--- src/rtl/hamming_encode_engine.sv ---
// Memory-mapped Hamming SECDED encoder: reads 11-bit messages, writes 16-bit
// codewords {d[11:5],p8,d[4:2],p4,d1,p2,p1,p0} back to the shared data memory.
module hamming_encode_engine #(
  parameter int NUM_WORDS = 15,
  parameter int SRC_BASE  = 0,
  parameter int DST_BASE  = 30,
  parameter int AW        = 8
) (
  input  logic          clock,
  input  logic          reset_n,
  input  logic          req,
  output logic          ack,
  output logic [AW-1:0] mem_addr,
  input  logic [7:0]    mem_rd_data,
  output logic          mem_wr_en,
  output logic [7:0]    mem_wr_data
);

  localparam int CW = $clog2(NUM_WORDS + 1);

  typedef enum logic [2:0] {
    IDLE,
    RD_LO,
    RD_HI,
    CAP_HI,
    WR_LO,
    WR_HI,
    DONE
  } state_t;

  state_t          state_q, state_d;
  logic [CW-1:0]   cnt_q, cnt_d;
  logic [10:0]     msg_q, msg_d;
  logic            ack_q, ack_d;
  logic [AW-1:0]   addr_q, addr_d;

  logic [11:1]     d;
  logic            p8, p4, p2, p1, p0;
  logic [15:0]     codeword;
  logic [AW-1:0]   word_off;
  logic [AW-1:0]   src_lo;
  logic [AW-1:0]   dst_lo;
  logic            last_word;

  assign d  = msg_q;
  assign p8 = ^d[11:5];
  assign p4 = (^d[11:8]) ^ (^d[4:2]);
  assign p2 = d[11] ^ d[10] ^ d[7] ^ d[6] ^ d[4] ^ d[3] ^ d[1];
  assign p1 = d[11] ^ d[9] ^ d[7] ^ d[5] ^ d[4] ^ d[2] ^ d[1];
  assign p0 = (^d[11:1]) ^ p8 ^ p4 ^ p2 ^ p1;

  assign codeword = {d[11:5], p8, d[4:2], p4, d[1], p2, p1, p0};

  assign word_off  = AW'({cnt_q, 1'b0});
  assign src_lo    = AW'(SRC_BASE) + word_off;
  assign dst_lo    = AW'(DST_BASE) + word_off;
  assign last_word = (cnt_q == CW'(NUM_WORDS - 1));

  // The address is driven straight from the next-address value so it is
  // present during the state that uses it; addr_q only holds it when idle.
  assign mem_addr = addr_d;
  assign ack      = ack_q;

  always_comb begin
    state_d     = state_q;
    cnt_d       = cnt_q;
    msg_d       = msg_q;
    ack_d       = ack_q;
    addr_d      = addr_q;
    mem_wr_en   = 1'b0;
    mem_wr_data = 8'h00;

    case (state_q)
      IDLE: begin
        if (req) begin
          state_d = RD_LO;
          cnt_d   = '0;
        end
      end
      RD_LO: begin
        addr_d  = src_lo;
        state_d = RD_HI;
      end
      RD_HI: begin
        addr_d     = src_lo + AW'(1);
        msg_d[7:0] = mem_rd_data;
        state_d    = CAP_HI;
      end
      CAP_HI: begin
        msg_d[10:8] = mem_rd_data[2:0];
        state_d     = WR_LO;
      end
      WR_LO: begin
        mem_wr_en   = 1'b1;
        addr_d      = dst_lo;
        mem_wr_data = codeword[7:0];
        state_d     = WR_HI;
      end
      WR_HI: begin
        mem_wr_en   = 1'b1;
        addr_d      = dst_lo + AW'(1);
        mem_wr_data = codeword[15:8];
        if (last_word) begin
          state_d = DONE;
          ack_d   = 1'b1;
        end else begin
          cnt_d   = cnt_q + CW'(1);
          state_d = RD_LO;
        end
      end
      DONE: begin
        if (req) begin
          state_d = RD_LO;
          cnt_d   = '0;
          ack_d   = 1'b0;
        end
      end
      default: begin
        state_d = IDLE;
        ack_d   = 1'b0;
      end
    endcase
  end

  always_ff @(posedge clock or negedge reset_n) begin
    if (!reset_n) begin
      state_q <= IDLE;
      cnt_q   <= '0;
      msg_q   <= '0;
      ack_q   <= 1'b0;
      addr_q  <= '0;
    end else begin
      state_q <= state_d;
      cnt_q   <= cnt_d;
      msg_q   <= msg_d;
      ack_q   <= ack_d;
      addr_q  <= addr_d;
    end
  end

endmodule

--- config.mk ---
export PLATFORM = sky130hd
export DESIGN_NAME = hamming_encode_engine
export DESIGN_NICKNAME = d
export VERILOG_FILES = /design/src/rtl/hamming_encode_engine.sv
export SDC_FILE = /design/constraint.sdc
export NUM_CORES = 1
export LEC_CHECK = 0
export CAP_MARGIN = 30
export CORE_MARGIN = 2
export CORE_UTILIZATION = 52
export DETAILED_ROUTE_END_ITERATION = 6
export GPL_ROUTABILITY_DRIVEN = 0
export PLACE_DENSITY = 0.79
export SYNTH_ARGS = -nofsm -noshare
export SYNTH_HDL_FRONTEND = slang
export SYNTH_SLANG_ARGS = --single-unit
--- constraint.sdc ---
create_clock -name clock -period 2.38 [get_ports clock]
set_input_delay 0.357 -clock clock [delete_from_list [all_inputs] [get_ports clock]]
set_output_delay 0.357 -clock clock [all_outputs]
set_load 0.02 [all_outputs]
==> results.sh <==
export IMPL_numCtsBuffers=3
export IMPL_max_slew_worst_pin_slew_ns=0.384
export IMPL_synth_top_family_by_area="compound AO/OA/AOI/OAI gates"
export IMPL_rsz0062_at_grt="true"
export IMPL_crit_start="d[4]$_DFFE_PN0N_"
export IMPL_period_minus_slack_ns=2.59
export IMPL_worst_hold_slack_ns=0.373
export IMPL_ys_seq_elements=27
export IMPL_vias=1456
export IMPL_slowest_delay_ns=0.46
export IMPL_fp_row_count=20
export IMPL_vias_per_cell=5.87
export IMPL_antenna_found_initial=0
export IMPL_hold_class="primary input to asynchronous set/reset pin"
export IMPL_cap_violations=0
export IMPL_crit_slowest_cell="xor3_4"
export IMPL_start_util=0.542
export IMPL_die_w_um=60.0
export IMPL_fin_nets=230
export IMPL_grt_max_degree=28
export IMPL_clk_pin_slew_ns=0.15
export IMPL_grt_pass1_vias=1462
export IMPL_coreArea_um2=3000
export IMPL_die_area_um2=3590
export IMPL_p_sw_mw=1.68
export IMPL_gr_usage_met2=0.411
export IMPL_cts_sinks=27
export IMPL_synth_common_cells="dfrtp_1 (27), nand2_1 (18), mux2_2 (11), nor2_1 (11), o21ai_0 (11)"
export IMPL_layoutNonFillerInstCount=248
export IMPL_crit_required_ns=2.02
export IMPL_critPathCaptureType="output port"
export IMPL_synth_compound_area_share=0.162
export IMPL_first_iter_violations=79
export IMPL_antenna_left=0
export IMPL_io_pins=29
export IMPL_ir_worst_vdd_v=0.00109
export IMPL_grt_overflow=0
export IMPL_setup_viol=2
export IMPL_hold_viol_final=0
export IMPL_seqPwrFrac=0.233
export IMPL_yosys_warnings=0
export IMPL_grt_pass1_wl_um=6300
export IMPL_post_route_period_util=1.09
export IMPL_critical_path_class="register to output port"
export IMPL_max_slew_margin=0.742
export IMPL_slew_violations=0
export IMPL_drc=0
export IMPL_critPathLaunchType="register"
export IMPL_use_met1=0.275
export IMPL_synth_simple_area_share=0.138
export IMPL_cts_tree="done"
export IMPL_switching_share=0.437
export IMPL_worstSkewPairLatency_ns=0.33
export IMPL_internal_power_mw=2.16
export IMPL_yosys_area_top_type_share=0.415
export IMPL_die_h_um=60.0
export IMPL_cp_max_fo=2
export IMPL_clockPowerShare=0.052
export IMPL_post_dp_hpwl_um=2770
export IMPL_num_fill_cells=217
export IMPL_yosys_area_share_adder=0.0231
export IMPL_synthCells=166
export IMPL_combPwrFrac=0.715
export IMPL_dp_cells=238
export IMPL_clock_root_buffer="clkbuf_4"
export IMPL_setup_slack_ns=-0.212
export IMPL_async_flop_share=1.00
export IMPL_place_ws_ns=-0.391
export IMPL_top_usage_layer="met2"
export IMPL_htree_levels=1
export IMPL_postSynthAreaPerCell_um2=9.81
export IMPL_yosysUniqueCellTypes=32
export IMPL_wire_per_inst_um=16.0
export IMPL_routed_wl_um=3970
export IMPL_holdBufCountCts=0
export IMPL_status="complete, but fails checks"
export IMPL_use_met3=0.0628
export IMPL_firstDrtPassIters=4
export IMPL_netlist_area_um2=1630
export IMPL_path_cells="xnor3_2 > xor3_4 > or3_1 > a21oi_1 > buf_4"
export IMPL_drive_above_1_share=0.288
export IMPL_violations="negative setup slack"
export IMPL_seq_area_frac_synth=0.415
export IMPL_p_per_area_nw_per_um2=1760
export IMPL_postSynthNetCount=180
export IMPL_grt_util_all_layers=0.233
export IMPL_synth_main_ff_cell="dfrtp_1"
export IMPL_r2r_start="state_q[0]$_DFFE_PN0P_"
export IMPL_insertedDiodeCount=0
export IMPL_synth_area_mux_share=0.101
export IMPL_synth_edf_count=0
export IMPL_portBuffers=28
export IMPL_cts_max_path_buffers=2
export IMPL_synth_largest_area_cell="dfrtp_1"
export IMPL_leakagePower_nw=1.06
export IMPL_synth_xor_area_frac=0.121
export IMPL_synth_most_common_cell="dfrtp_1"
export IMPL_area_delta_synth_final_pct=33.9
export IMPL_cp_arrival_ns=2.23
export IMPL_synth_area_top_cells="dfrtp_1 (42%), mux2_2 (7.6%), xnor2_1 (4.3%)"
export IMPL_clock_fmax_mhz=386
export IMPL_skew_ns=0.00887
cells in the final DEF (no fill, tap or decap), types with 4 or more instances in the layout:
cell type	count
a21oi_1	6
a22o_1	5
a22oi_1	9
buf_4	30
clkbuf_2	4
clkdlybuf4s50_1	14
dfrtp_1	24
dlymetal6s2s_1	4
inv_1	6
mux2_2	11
mux2i_1	4
nand2_1	18
nor2_1	10
o21ai_0	11
xnor2_1	6
xor2_1	4
timing repair:
action,4_1_cts,5_1_grt
buffers inserted,0,6
pin swaps,3,4
setup endpoints to repair,16,13
gates resized for setup,29,19
endpoints found under the hold margin,0,0
metrics by stage:
step           power, mW   util  area [µm²]  setup TNS, ns
2_1_floorplan       2.64      -        1630              0
3_3_place_gp        3.43  0.690        2070         -0.691
3_5_place_dp        3.53  0.690        2070         -0.852
4_1_cts             3.70  0.702        2110         -0.381
5_1_grt             4.14  0.726        2180         -0.623
6_report            3.84  0.726        2180         -0.357
logic make-up (layout without fill, tap and decap cells):
kind of cell / Yosys count / count (layout)
buffers and inverters: 17 / 66
adders and majority gates: 3 / 3
DFF: 27 / 27
xor gates and xnor gates: 17 / 17
AOI/OAI and AO/OA: 40 / 40
and+or+nand+nor: 47 / 47
muxes: 15 / 15
final cells by class:
class | count | area (µm²) | share of cell area
Clock buffer | 3 | 22.5 | 0.0103
Clock inverter | 1 | 5.00 | 0.00230
Inverter | 6 | 22.5 | 0.0103
Multi-Input combinational cell | 122 | 936 | 0.429
Sequential cell | 27 | 679 | 0.312
Tap cell | 33 | 41.3 | 0.0189
Timing Repair Buffer | 56 | 473 | 0.217
power by group through the flow:
stage	sequential [mW]	combinational (mW)	clock [mW]
finish	0.895	2.74	0.201
global route	0.924	2.99	0.226
CTS	0.892	2.60	0.207
detailed placement	0.883	2.65	0
global placement	0.872	2.56	0
floorplan	0.836	1.80	0
metal layers:
metal	part of all wire	up-vias
met4	0.012	0
met1	0.40	720
li1	-	683
met2	0.53	47
met5	0	-
met3	0.056	6
critical path, delay by kind of cell, from the launching register on:
| family | cells | cell delay [ns] |
|---|---|---|
| and+or+nand+nor | 1 | 0.31 |
| AOI/OAI and AO/OA | 1 | 0.16 |
| buffers and inverters | 1 | 0.16 |
| xor gates and xnor gates | 2 | 0.91 |
| DFF | 1 | 0.38 |
state kept, by name (all words and copies together), names as in the netlist:
| register | flops |
|---|---|
| d | 11 |
| ack | 1 |
| state_q | 3 |
| cnt_q | 4 |
| addr_q | 8 |
worst paths after layout:
kind,depth (start not counted),endpoint,slack [ns]
setup / recovery,5,mem_wr_data[4],-0.21
hold / removal,2,cnt_q[0]$_DFFE_PN0P_,0.37
setup reg to reg,5,cnt_q[3]$_DFFE_PN0P_,0.25
hold reg to reg,2,ack$_DFFE_PN0P_,0.54
max in group asynchronous,2,state_q[1]$_DFFE_PN0P_,1.73
min in group clock,2,ack$_DFFE_PN0P_,0.54
Power figures use the tool's default switching activity.
